**config.mk**
```make
export PLATFORM = sky130hd
export DESIGN_NAME = jump_table_loader
export DESIGN_NICKNAME = d
export VERILOG_FILES = /design/src/rtl/jump_table_pkg.sv /design/src/rtl/jt_shift_reg.sv /design/src/rtl/jump_table_loader.sv
export SDC_FILE = /design/constraint.sdc
export NUM_CORES = 1
export LEC_CHECK = 0
export ABC_AREA = 0
export ABC_CLOCK_PERIOD_IN_PS = 1900
export CELL_PAD_IN_SITES_DETAIL_PLACEMENT = 1
export CELL_PAD_IN_SITES_GLOBAL_PLACEMENT = 2
export CORE_ASPECT_RATIO = 0.6
export CORE_UTILIZATION = 33
export CTS_CLUSTER_DIAMETER = 200
export DETAILED_ROUTE_END_ITERATION = 10
export GPL_TIMING_DRIVEN = 0
export PLACE_DENSITY = 0.83
export SYNTH_ARGS = -nofsm -noshare
export SYNTH_HDL_FRONTEND = slang
export SYNTH_SLANG_ARGS = --single-unit
```
**constraint.sdc**
```tcl
create_clock -name clk -period 1.9 [get_ports clk]
set_clock_uncertainty 0.1 [all_clocks]
set_input_delay 0.19 -clock clk [delete_from_list [all_inputs] [get_ports clk]]
set_output_delay 0.19 -clock clk [all_outputs]
set_load 0.005 [all_outputs]
```
**src/rtl/jump_table_pkg.sv**
```systemverilog
// Shared constants, state encoding and frame parity helper for the jump-table loader.
// Frame length depends on macro JT_PARITY_CHECK_EN (adds one even-parity bit).
package jump_table_pkg;

   localparam int ENTRY_W   = 5;
   localparam int N_ENTRIES = 5;
   localparam int DATA_BITS = ENTRY_W * N_ENTRIES;
`ifdef JT_PARITY_CHECK_EN
   localparam int PAR_BITS  = 1;
`else
   localparam int PAR_BITS  = 0;
`endif
   localparam int FRAME_BITS = DATA_BITS + PAR_BITS;
   localparam int CNT_W      = $clog2(FRAME_BITS + 1);

   typedef enum logic [1:0] {
      IDLE = 2'd0,
      LOAD = 2'd1,
      DONE = 2'd2
   } jt_state_e;

   // Even parity holds when the XOR over data bits and the parity bit is zero.
   function automatic logic frame_parity_ok(input logic [FRAME_BITS-1:0] frame);
      return ~(^frame);
   endfunction

endpackage

```
**src/rtl/jt_shift_reg.sv**
```systemverilog
// Serial shadow register with saturating bit counter; bits enter at the LSB so
// the first received bit ends up in the MSB.
module jt_shift_reg #(
   parameter int WIDTH = 25,
   parameter int CNT_W = 5
) (
   input  logic             clk,
   input  logic             rst_n,
   input  logic             clear,
   input  logic             shift_en,
   input  logic             sdata,
   output logic [WIDTH-1:0] shadow,
   output logic [CNT_W-1:0] count,
   output logic             full
);

   logic [WIDTH-1:0] shadow_q, shadow_d;
   logic [CNT_W-1:0] count_q, count_d;
   logic             full_s;

   assign full_s = (count_q == CNT_W'(WIDTH));

   // Clear has priority; shifting stops once the frame is complete so the count never wraps.
   always_comb begin
      shadow_d = shadow_q;
      count_d  = count_q;
      if (clear) begin
         shadow_d = '0;
         count_d  = '0;
      end else if (shift_en && !full_s) begin
         shadow_d = {shadow_q[WIDTH-2:0], sdata};
         count_d  = count_q + CNT_W'(1);
      end else begin
         shadow_d = shadow_q;
         count_d  = count_q;
      end
   end

   // Shadow and counter state.
   always_ff @(posedge clk or negedge rst_n) begin
      if (!rst_n) begin
         shadow_q <= '0;
         count_q  <= '0;
      end else begin
         shadow_q <= shadow_d;
         count_q  <= count_d;
      end
   end

   assign shadow = shadow_q;
   assign count  = count_q;
   assign full   = full_s;

endmodule

```
**src/rtl/jump_table_loader.sv**
```systemverilog
// Serially loads a five-entry jump table and commits it atomically once a full frame arrives.
// Optional even-parity frame check is enabled by defining JT_PARITY_CHECK_EN.
module jump_table_loader #(
   parameter int ENTRY_W   = jump_table_pkg::ENTRY_W,
   parameter int N_ENTRIES = jump_table_pkg::N_ENTRIES
) (
   input  logic               clk,
   input  logic               reset,
   input  logic               start,
   input  logic               sdata,
   input  logic               sstrobe,
   output logic [ENTRY_W-1:0] jump1,
   output logic [ENTRY_W-1:0] jump2,
   output logic [ENTRY_W-1:0] jump3,
   output logic [ENTRY_W-1:0] jump4,
   output logic [ENTRY_W-1:0] jump5,
   output logic               ok,
   output logic               busy,
   output logic               err
);

   import jump_table_pkg::*;

   localparam int DATA_LEN  = ENTRY_W * N_ENTRIES;
   localparam int FRAME_LEN = DATA_LEN + PAR_BITS;
   localparam int CNT_LEN   = $clog2(FRAME_LEN + 1);

   logic [1:0]           rst_sync_q;
   logic                 rst_n_s;
   jt_state_e            state_q, state_d;
   logic                 ok_q, ok_d;
   logic                 busy_q, busy_d;
   logic                 err_q, err_d;
   logic [ENTRY_W-1:0]   jump_q [N_ENTRIES];
   logic [ENTRY_W-1:0]   jump_d [N_ENTRIES];
   logic                 commit_s;
   logic                 clear_s;
   logic                 shift_en_s;
   logic [FRAME_LEN-1:0] shadow_s;
   logic [CNT_LEN-1:0]   count_s;
   logic                 full_s;
   logic [DATA_LEN-1:0]  data_s;

   // Reset asserts immediately but releases only after two clock edges.
   always_ff @(posedge clk or negedge reset) begin
      if (!reset) begin
         rst_sync_q <= 2'b00;
      end else begin
         rst_sync_q <= {rst_sync_q[0], 1'b1};
      end
   end

   assign rst_n_s = rst_sync_q[1];

   jt_shift_reg #(
      .WIDTH (FRAME_LEN),
      .CNT_W (CNT_LEN)
   ) u_shift (
      .clk      (clk),
      .rst_n    (rst_n_s),
      .clear    (clear_s),
      .shift_en (shift_en_s),
      .sdata    (sdata),
      .shadow   (shadow_s),
      .count    (count_s),
      .full     (full_s)
   );

   // Table data sits in the top bits; the parity bit, when present, is the LSB.
   assign data_s = shadow_s[FRAME_LEN-1 -: DATA_LEN];

   // Next-state and control: start always wins over a same-cycle strobe.
   always_comb begin
      state_d    = state_q;
      ok_d       = ok_q;
      err_d      = err_q;
      commit_s   = 1'b0;
      clear_s    = 1'b0;
      shift_en_s = 1'b0;
      case (state_q)
         IDLE, DONE: begin
            if (start) begin
               state_d = LOAD;
               ok_d    = 1'b0;
               err_d   = 1'b0;
               clear_s = 1'b1;
            end else begin
               state_d = state_q;
            end
         end
         LOAD: begin
            if (start) begin
               clear_s = 1'b1;
            end else if (full_s) begin
`ifdef JT_PARITY_CHECK_EN
               if (frame_parity_ok(shadow_s)) begin
                  commit_s = 1'b1;
                  ok_d     = 1'b1;
                  state_d  = DONE;
               end else begin
                  err_d    = 1'b1;
                  ok_d     = 1'b0;
                  state_d  = IDLE;
               end
`else
               commit_s = 1'b1;
               ok_d     = 1'b1;
               state_d  = DONE;
`endif
            end else begin
               shift_en_s = sstrobe;
            end
         end
         default: begin
            state_d = IDLE;
            ok_d    = 1'b0;
            err_d   = 1'b0;
         end
      endcase
      busy_d = (state_d == LOAD);
   end

   // Committed table only changes on a successful commit; entry 0 takes the first bits.
   always_comb begin
      for (int i = 0; i < N_ENTRIES; i++) begin
         jump_d[i] = jump_q[i];
         if (commit_s) begin
            jump_d[i] = data_s[DATA_LEN-1-i*ENTRY_W -: ENTRY_W];
         end else begin
            jump_d[i] = jump_q[i];
         end
      end
   end

   // Control and committed-table registers.
   always_ff @(posedge clk or negedge rst_n_s) begin
      if (!rst_n_s) begin
         state_q <= IDLE;
         ok_q    <= 1'b0;
         busy_q  <= 1'b0;
         err_q   <= 1'b0;
         for (int i = 0; i < N_ENTRIES; i++) begin
            jump_q[i] <= '0;
         end
      end else begin
         state_q <= state_d;
         ok_q    <= ok_d;
         busy_q  <= busy_d;
         err_q   <= err_d;
         for (int i = 0; i < N_ENTRIES; i++) begin
            jump_q[i] <= jump_d[i];
         end
      end
   end

   assign jump1 = jump_q[0];
   assign jump2 = jump_q[1];
   assign jump3 = jump_q[2];
   assign jump4 = jump_q[3];
   assign jump5 = jump_q[4];
   assign ok    = ok_q;
   assign busy  = busy_q;
   assign err   = err_q;

endmodule
```
* After elaboration in Yosys (flattened, before gate mapping)
Index checks and enable logic that the tools add are counted.
** Word-level totals
- Bits in registers :: 62
- Input bits :: 5
- Word-level logic and storage cells :: 50
** Cells by class
- Reduce and logical (&&, ||, !) cells :: 8
- Multiplexer cells :: 21
- Add/subtract/negate cells :: 1
- Bitwise operators :: 1
- Equal/unequal tests :: 7
** Operators with widths (number)
- $mux W25 :: 2
- $mux W1 :: 11
- $mux W5 :: 2
- $mux W2 :: 3
- $add A5 B1 Y5 const B :: 1
- $eq A5 B5 Y1 const B :: 1
- $eq A2 B1 Y1 const B :: 2
- $ne A2 B2 Y1 const B :: 2
- $pmux W1 S2 :: 2
- $pmux W2 S2 :: 1
- $reduce_and A3 Y1 :: 1
- $reduce_or A3 Y1 :: 1
- $eq A2 B2 Y1 const B :: 1
- $logic_not A2 Y1 :: 1
- $ne A2 B1 Y1 const B :: 1
- $reduce_and A2 Y1 :: 1
- $reduce_bool A2 Y1 :: 1
- $reduce_or A2 Y1 :: 1
- $logic_and A1 B1 Y1 :: 1
- $logic_not A1 Y1 :: 1
- $not A1 Y1 :: 1

* Longest topological paths before layout
Gate-level depths: netlist of the first run.
- Depth after elaboration :: 7
- Gate-level depth with buffers :: 6
- Gate-level depth less buffers :: 5

* Modules after synthesis
A second synthesis of the first run with hierarchy kept.
** Unflattened totals
- Cells, all modules :: 190
- Area, all modules :: 2616.3 sq um
** By module, submodules not included
- jt_shift_reg :: area an instance 1383.8 sq um, times used 1, cells an instance 111, sequential area each 750.7 sq um
- jump_table_loader :: area an instance 1232.4 sq um, times used 1, cells an instance 79, sequential area each 775.7 sq um

* Least setup slack after synthesis of the first run
No wires, ideal clock.
- Kind :: flip-flop to flip-flop
- Start :: register u_shift.count_q[1] (netlist: u_shift.count[1])
- End :: register jump_q, in the netlist jump3[0]
- Cell stages (with the launch flop) :: 7
- Path slack :: 78 ps
- Path buffers :: 1
- Data required time :: 1675 ps
- Data arrival time :: 1597 ps
- Setup time :: 125 ps
- Cells stage by stage :: dfrtp_1 inv_1 ha_1 nand4b_4 nor3_4 buf_6 mux2_2
** On the way
- Word-level cells in the longest chain between the ends :: 4
** Ends and longest elaborated chain
- from (decl) :: line jt_shift_reg.sv:18 : logic [CNT_W-1:0] count_q, count_d;
- from (signal assigned) :: line jt_shift_reg.sv:46 : count_q <= count_d;
- $eq A5 B5 Y1 :: line jt_shift_reg.sv:21 : assign full_s = (count_q == CNT_W'(WIDTH));
- $mux W1 :: line jump_table_loader.sv:94 : end else if (full_s) begin
- $mux W1 :: line jump_table_loader.sv:92 : if (start) begin
- $mux W1 :: line jump_table_loader.sv:80 : case (state_q)
- to (signal, indexed assignment) :: line jump_table_loader.sv:151 : jump_q[i] <= jump_d[i];
- to (decl) :: line jump_table_loader.sv:34 : logic [ENTRY_W-1:0] jump_q [N_ENTRIES];
Every way passes these cells.
A chain may end at the register's enable or synchronous reset.

* Final worst setup path of the first run
- Start :: register u_shift.count_q[1] (netlist: u_shift.count[1])
- End :: register jump_q, in the netlist jump1[1]
Same word-level chain as after synthesis.

==> out/results.txt, run 1 <==
design internal power: 2370 uW
FF/Latch Area: 1530 um^2
num rows: 24
Final HPWL DP: 3.36 mm
Max Freq: 551 MHz
Clock Tree Root: clkbuf_16
max_cap viols: 0
largest net degree at the start of global routing: 60
Num CTS Buffers: 9
total track usage: 15.1%
initial antenna violation count: 0
top cells by area, synth: dfrtp_1, mux2i_1, mux2_2
1st-pass router iterations: 4
Yosys reg bits: 61
Syn Inst Count: 206
number of global-route vias before repair: 1715
most common cell after layout, fill and taps aside: dfrtp_1
mapped cell area: 2580 um^2
Leak: 0.00170 uW
Diodes inserted: 0
# setup viols final: 0
net switching power: 649 uW
most common cell type on the critical path: buf_12
DR iter-0 viols: 64
crit-path cells: inv_1 > ha_2 > nand4b_4 > nor3_4 > buf_12 > buf_12 > mux2_2
CP peak stage delay: 370 ps
cell taking the most area after synthesis: dfrtp_1
Seq pwr share: 45.1%
CP Max Fanout: 10
Hold WS: 254 ps
die area: 8190 um^2
Final min period: 1820 ps
Reg clk slew, reported paths: 50 ps
critical path type: flip-flop to flip-flop
Die H: 70.5 um
CP Launch Type: flip-flop
WL/cell: 14.5 um
area of the multi-input gates: 890 um^2
grt ovf: 0
Layout Nets: 262
Worst Path Required: 2010 ps
Die X: 116 um
actual slew at the worst max-slew pin: 782 ps
PortBufs: 31
sequential element share of the synthesized area: 59.2%
Synthesis Warnings: 0
endpoints failing hold: 0
Avg Synthesized Cell Area: 12.5 um^2
Worst setup EP type: flip-flop
H-tree Lvls: 3
drt drc: 0
Worst Path Arrival: 1920 ps
WL final: 5.27 mm
io pins: 33
CTS tree: done
Slew headroom: 47.9%
clock group share of total power: 50.2%
first-pass GRT wire length: 8.75 mm
vias: 1607
CP max stage cell: dfrtp_1
pwr dens: 889 nW/um^2
HP Class: flip-flop to flip-flop
CTS max path bufs: 2
combinational share of power: 4.6%
outcome: complete, no violations
Worst Path Buf+Inv: 3
fillers: 796
Sink Count: 61
detail-routed via count per cell: 4.43
Syn-to-layout area delta: 31.5%
Antenna Violating Nets Remaining: 0
Final Util: 45.7%
initial core utilization: 34.8%
worst-skew pair later-pin latency: 330 ps
fin crit share: 95.5%
layout cells sized above 1: 20.8%
most frequent cells in the layout: dfrtp_1, nand2_1, clkdlybuf4s50_1, mux2i_1, inv_1
fin. max-slew vios: 0
top-area cell type share of the netlist area: 59.2%
DP Area: 3020 um^2
core area: 7420 um^2
post-synth cell types: 27
peak supply drop: 467 uV
cell family with most CP delay: flip-flops
Syn Nets: 213
Sw Share: 21.5%
design area: 3390 um^2
RSZ-0062 raised after global routing: no
GPL Wtd Cong: 0.748
## sequential cells by signal, summed over array words and instances, names as in the netlist
register,cells
u_shift.shadow,25
jump1,5
jump2,5
jump3,5
jump4,5
jump5,5
u_shift.count,5
rst_sync_q,2
state_q,2
busy,1
ok,1
## metrics by stage
step | TNS, ps | total power [uW] | cells | worst slack [ps]
after floorplan | 0 | 1470 | 206 | 78.1
after global placement | -6690 | 1510 | 341 | -174
after detailed placement | -6960 | 1520 | 341 | -247
after CTS | 0 | 3060 | 360 | 54.5
after global routing | 0 | 3120 | 363 | 4.18
final | 0 | 3020 | 363 | 84.6
## synthesized netlist by cell type
cell type,n
dfrtp_1,61
nand2_1,32
mux2i_1,29
inv_1,26
mux2_2,22
buf_6,4
clkbuf_1,3
mux2_1,3
nand2b_1,3
a21oi_1,2
conb_1,2
ha_1,2
nand4_1,2
nor2_1,2
a21bo_2,1
a21boi_0,1
and4b_1,1
buf_4,1
clkbuf_2,1
nand2_4,1
nand4b_4,1
nor2b_1,1
nor3_4,1
nor4bb_1,1
o21a_1,1
o21ai_0,1
or3_1,1
## repair_timing
action                                  4_1_cts  5_1_grt
cloned                                        0        0
hold buffers                                  1        0
hold endpoints to repair                      2        0
setup buffers                                 3        3
pin swaps                                     1        1
endpoints found under the setup margin       25       20
resized for setup                             0        6
## path summary, 6_finish.rpt
kind                                                   start                           end  slack (ps)  cells past startpoint
worst max register to register  u_shift.count[1]$_DFFE_PN0P_          jump1[1]$_DFFE_PN0P_          80                      7
worst max-delay path            u_shift.count[1]$_DFFE_PN0P_          jump1[1]$_DFFE_PN0P_          80                      7
worst min register to register       rst_sync_q[0]$_DFF_PN0_       rst_sync_q[1]$_DFF_PN0_         250                      0
min in group asynchronous            rst_sync_q[1]$_DFF_PN0_          jump1[2]$_DFFE_PN0P_         310                      0
max in group asynchronous            rst_sync_q[1]$_DFF_PN0_  u_shift.count[0]$_DFFE_PN0P_         830                      0
worst min-delay path                 rst_sync_q[0]$_DFF_PN0_       rst_sync_q[1]$_DFF_PN0_         250                      0
## worst register-to-register path: stages, from the launching register on
cell      delay (ps)
dfrtp_1          370
inv_1             60
ha_2             180
nand4b_4         110
nor3_4           240
buf_12           160
buf_12           140
mux2_2           330
## cell families (layout without fill, tap and decap cells)
| kind of cell | after synthesis | count (layout) | share of synthesized area, % |
|---|---|---|---|
| DFF | 61 | 61 | 59.2 |
| muxes | 54 | 54 | 22.2 |
| and+or+nand+nor | 46 | 46 | 9.41 |
| buffers and inverters | 35 | 88 | 6.45 |
| AOI/OAI and AO/OA | 6 | 6 | 1.55 |
| adders and majority gates | 2 | 2 | 0.970 |
| other | 2 | 2 | 0.291 |
## cell type report
cell class                 count  share of cell area [%]
tap                          104                    3.84
sequential                    61                    45.1
clock inverter                 1                   0.148
buffer                         9                    2.55
multi-input combinational    110                    26.2
timing repair buffer          38                    11.1
inverter                      26                    2.88
clock buffer                  14                    8.08
## routing by layer
metal  up-vias  part of all wire, %  track usage [%]
li1        759                    -                -
met4         0                  1.9             7.26
met3        11                  4.4             6.25
met1       805                   49             21.1
met2        32                   45             20.0
met5         -                    0                0
## power by group through the flow
stage | sequential [uW] | combinational, uW | clock [uW]
CTS | 1370 | 133 | 1560
global placement | 1390 | 127 | 0
floorplan | 1370 | 92.8 | 0
global route | 1370 | 153 | 1600
detailed placement | 1390 | 130 | 0
finish | 1360 | 140 | 1510
(Power assumes the default switching activity.)
==> run 2, diff against run 1 <==
--- a/config.mk
+++ b/config.mk
@@ -10,11 +10,13 @@
 export CELL_PAD_IN_SITES_DETAIL_PLACEMENT = 1
 export CELL_PAD_IN_SITES_GLOBAL_PLACEMENT = 2
 export CORE_ASPECT_RATIO = 0.6
+export CORE_MARGIN = 1
 export CORE_UTILIZATION = 33
 export CTS_CLUSTER_DIAMETER = 200
 export DETAILED_ROUTE_END_ITERATION = 10
 export GPL_TIMING_DRIVEN = 0
 export PLACE_DENSITY = 0.83
+export SLEW_MARGIN = 25
 export SYNTH_ARGS = -nofsm -noshare
 export SYNTH_HDL_FRONTEND = slang
 export SYNTH_SLANG_ARGS = --single-unit
==> run 2 against run 1 <==
Fmax about the same. Critical endpoint unchanged. Cell count unchanged. Critical path type unchanged. Hold slack unchanged.
==> out/results.txt, run 2 (synthesis gave the netlist of run 1 again) <==
outcome: complete, no violations (unchanged)
Leak: 0.00170 uW (unchanged)
initial core utilization: 34.8% (unchanged)
RSZ-0062 raised after global routing: no (unchanged)
io pins: 33 (unchanged)
Worst R2R Setup Slack: 80 ps (about the same)
number of flip-flops in the largest register: 25 (unchanged)
H-tree Lvls: 3 (unchanged)
Worst Path Arrival: 1920 ps (about the same)
Diodes inserted: 0 (unchanged)
Worst setup EP type: flip-flop (unchanged)
die area: 8190 um^2 (unchanged)
CP Max Fanout: 10 (unchanged)
most common cell after layout, fill and taps aside: dfrtp_1 (unchanged)
fin. max-slew vios: 0 (unchanged)
Worst Path Required: 2010 ps (about the same)
peak supply drop: 467 uV (unchanged)
fin crit share: 95.6% (was 95.5%)
grt ovf: 0 (unchanged)
DR iter-0 viols: 41 (was 64)
Final WS setup: 83.5 ps (was 84.6 ps)
Num CTS Buffers: 9 (unchanged)
number of global-route vias before repair: 1706 (was 1715)
largest net degree at the start of global routing: 60 (unchanged)
Worst Path Buf+Inv: 3 (unchanged)
actual slew at the worst max-slew pin: 781 ps (was 782 ps)
Final HPWL DP: 3.36 mm (about the same)
endpoints failing hold: 0 (unchanged)
layout cells sized above 1: 20.8% (unchanged)
cell family with most CP delay: flip-flops (unchanged)
Final min period: 1820 ps (about the same)
Antenna Violating Nets Remaining: 0 (unchanged)
design area: 3390 um^2 (unchanged)
most frequent cells in the layout: dfrtp_1, nand2_1, clkdlybuf4s50_1, mux2i_1, inv_1 (unchanged)
final setup TNS: 0 ps (unchanged)
top layer in use: met4 (unchanged)
M1 WL: 2.58 mm (unchanged)
Reg clk slew, reported paths: 50 ps (about the same)
Total Power: 3020 uW (about the same)
# setup viols final: 0 (unchanged)
HP Class: flip-flop to flip-flop (unchanged)
GPL Wtd Cong: 0.748 (unchanged)
worst-skew pair later-pin latency: 330 ps (about the same)
core area: 7420 um^2 (unchanged)
Syn-to-layout area delta: 31.5% (unchanged)
pre-CTS setup slack: -247 ps (unchanged)
CP peak stage delay: 370 ps (about the same)
Sink Count: 61 (unchanged)
pwr dens: 889 nW/um^2 (about the same)
crit-path cells: inv_1 > ha_2 > nand4b_4 > nor3_4 > buf_12 > buf_12 > mux2_2 (unchanged)
CTS max path bufs: 2 (unchanged)
max_cap viols: 0 (unchanged)
Die X: 116 um (unchanged)
most common cell type on the critical path: buf_12 (unchanged)
detail-routed via count per cell: 4.43 (about the same)
CP Launch Type: flip-flop (unchanged)
Die H: 70.5 um (unchanged)
1st-pass router iterations: 4 (unchanged)
PortBufs: 31 (unchanged)
Slew headroom: 47.9% (about the same)
Max Freq: 551 MHz (about the same)
CTS tree: done (unchanged)
DP Area: 3020 um^2 (about the same)
total track usage: 15.1% (about the same)
Layout Nets: 262 (unchanged)
num rows: 24 (unchanged)
fillers: 796 (unchanged)
Clock Tree Root: clkbuf_16 (unchanged)
initial antenna violation count: 0 (unchanged)
first-pass GRT wire length: 8.76 mm (was 8.75 mm)
vias: 1608 (was 1607)
critical path type: flip-flop to flip-flop (unchanged)
WL/cell: 14.5 um (about the same)
WL final: 5.27 mm (about the same)
CP max stage cell: dfrtp_1 (unchanged)
WL met2: 2.35 mm (about the same)
routed wl met3: 233 um (unchanged)
Hold WS: 254 ps (unchanged)
drt drc: 0 (unchanged)
run 2: cell counts in the layout (fill, tap and decap cells not counted):
No cell type changed its count.
run 2: timing repair:
action,in CTS,in global routing
hold buffers,1,0
buffers inserted,3,3
pin swaps,1,1
hold endpoints to repair,2,0
gates resized for setup,0,6
setup endpoints to repair,25,20
run 2: per-stage QoR:
stage | instances | util [%]
5_1_grt | 363 | 45.7
3_5_place_dp | 341 | 40.8
6_report | 363 | 45.7
4_1_cts | 360 | 45.1
2_1_floorplan | 206 | -
3_3_place_gp | 341 | 40.7
run 2: final timing paths:
| check | from | endpoint | depth (start not counted) |
|---|---|---|---|
| setup / recovery | u_shift.count[1]$_DFFE_PN0P_ | jump1[1]$_DFFE_PN0P_ | 7 |
| hold / removal | rst_sync_q[0]$_DFF_PN0_ | rst_sync_q[1]$_DFF_PN0_ | 0 |
| setup reg to reg | u_shift.count[1]$_DFFE_PN0P_ | jump1[1]$_DFFE_PN0P_ | 7 |
| hold reg to reg | rst_sync_q[0]$_DFF_PN0_ | rst_sync_q[1]$_DFF_PN0_ | 0 |
| max in group asynchronous | rst_sync_q[1]$_DFF_PN0_ | u_shift.count[0]$_DFFE_PN0P_ | 0 |
| min in group asynchronous | rst_sync_q[1]$_DFF_PN0_ | jump2[3]$_DFFE_PN0P_ | 0 |
run 2: layer usage:
metal / global-route usage (%) / vias up
li1: - / 759
met5: 0 / -
met4: 7.26 / 0
met3: 6.25 / 11
met1: 21.0 / 806
met2: 20.0 / 32
run 2: area by class of cell:
type / count / area (um^2) / area share [%]
plain buffers: 9 / 86.3 / 2.55
clock buffers: 14 / 274 / 8.08
clock inverters: 1 / 5.00 / 0.148
inverters: 26 / 97.6 / 2.88
multi-input cells: 110 / 890 / 26.2
flip-flops and latches: 61 / 1530 / 45.1
well taps: 104 / 130 / 3.84
repair buffers: 38 / 378 / 11.1
run 2: power by group:
| group | leakage, uW | internal [uW] | switching (uW) |
|---|---|---|---|
| clock network | 0.000139 | 979 | 536 |
| registers | 0.000834 | 1320 | 39.5 |
| logic | 0.000724 | 66.9 | 72.8 |
| total | 0.00170 | 2370 | 648 |
==> variant (flow settings as in run 2) <==
Add an input register stage for `start`, `sdata` and `sstrobe`, cleared by the reset; this delays them by one clock. Comments in the files are not updated.
--- a/src/rtl/jump_table_loader.sv
+++ b/src/rtl/jump_table_loader.sv
@@ -26,2 +26,18 @@
    localparam int CNT_LEN   = $clog2(FRAME_LEN + 1);
+
+   logic start_q;
+   logic sdata_q;
+   logic sstrobe_q;
+
+   always_ff @(posedge clk or negedge reset) begin
+      if (!reset) begin
+         start_q   <= '0;
+         sdata_q   <= '0;
+         sstrobe_q <= '0;
+      end else begin
+         start_q   <= start;
+         sdata_q   <= sdata;
+         sstrobe_q <= sstrobe;
+      end
+   end
 
@@ -62,3 +78,3 @@
       .shift_en (shift_en_s),
-      .sdata    (sdata),
+      .sdata    (sdata_q),
       .shadow   (shadow_s),
@@ -81,3 +97,3 @@
          IDLE, DONE: begin
-            if (start) begin
+            if (start_q) begin
                state_d = LOAD;
@@ -91,3 +107,3 @@
          LOAD: begin
-            if (start) begin
+            if (start_q) begin
                clear_s = 1'b1;
@@ -110,3 +126,3 @@
             end else begin
-               shift_en_s = sstrobe;
+               shift_en_s = sstrobe_q;
             end
Check against the original RTL: not equivalent (a bounded check fails within 4 cycles, from zero or initial values and one cycle with reset low).
==> variant against run 2 <==
  * Sequential cell count rose by 3
  * Design area rose by 12%
  * Critical path depth down 1
  * Utilization shrank 1.8 points
  * Die area grew 15%
  * Power up 4.6%
  * Cell count rose by 6.9%
  * Synthesized area up 15%
  * Fmax shrank 1.7%
  * Worst setup slack worse by 31 ps
  * Wire length rose by 34%
  * Sequential share of layout area decreased by 2.7 points
  * Sequential power rose by 4%
==> variant: results (changes against run 2) <==
| Metric | Value |
|---|---|
| P_leak | `1.72 nW (+1.4%)` |
| Final net count | `278 (+6.1%)` |
| Post-synthesis cell type count | `38 (+41%)` |
| Synth top area cells | `dfrtp_1 (54%), mux2_4 (10%), a221o_1 (9.1%)` |
| Syn Nets | `229 (+7.5%)` |
| Hold path endpoint | `sstrobe_q$_DFF_PN0_` |
| Resize count post-CTS | `1 (+1)` |
| Slew of the pin with the lowest slew margin | `794 ps (+12.9 ps)` |
| Number of global-route vias before repair | `2,167 (+27%)` |
| Setup slack, reg-to-reg | `50 ps (-30 ps)` |
| Post-DP Area | `0.00342 sq mm (+13%)` |
| Fill count | `888 (+12%)` |
| Worst slack at placement | `8.35 ps (+255 ps)` |
| Adder-Cell Fraction of Synth Area | `0.00844 (-0.00126)` |
| Status | `complete, no violations` |
| Reg2Reg Depth | `6 (-1)` |
| Post-CTS Setup Bufs | `0 (-3)` |
| Synth Area in Compound Gates | `0.120 (+0.104)` |
| Sw Ratio | `0.211 (-0.00426)` |
| Hold/Removal Path Class | `input port to flop` |
| Met3 wire len | `293 um (+26%)` |
| Placer Congestion | `0.780 (+4.2%)` |
| Hold slack | `207 ps (-46.7 ps)` |
| Met2 usage | `0.247 (+0.0470)` |
| GRT Util Overall | `0.165 (+0.0144)` |
| Crit-path leading delay family | `simple AND/OR/NAND/NOR gates` |
| Routed len/inst | `18.2 um (+25%)` |
| Placed Cells | `365 (+7.0%)` |
| DR WL met2 | `3110 um (+32%)` |
| IR drop worst, VDD | `394 uV (-16%)` |
variant: changes by cell type in the layout (fill, tap and decap cells not counted), moves of 17 or more:
| cell | change |
|---|---|
| mux2_2 | -17 |
| a221o_1 | +27 |
| mux2_4 | +20 |
| nor2b_1 | +26 |
| mux2i_1 | -29 |
| nand2_1 | -30 |
| inv_1 | -25 |
| nor3b_1 | +24 |
variant: layout make-up:
cell class              count  area, sq um  share of cell area
clock inverters             3         40.0              0.0106
well taps                 112          140              0.0370
repair buffers             38          365              0.0966
inverters                   1         3.75            0.000992
flip-flops and latches     64         1610               0.425
multi-input cells         139         1260               0.332
plain buffers              18          111              0.0294
clock buffers              13          260              0.0688
variant: power groups by stage:
stage | clock network, mW | registers [mW] | logic (mW)
after CTS | 1.72 | 1.41 | 0.0812
after detailed placement | 0 | 1.44 | 0.0792
after floorplan | 0 | 1.42 | 0.0512
final | 1.66 | 1.41 | 0.0809
after global routing | 1.77 | 1.42 | 0.0890
after global placement | 0 | 1.44 | 0.0767
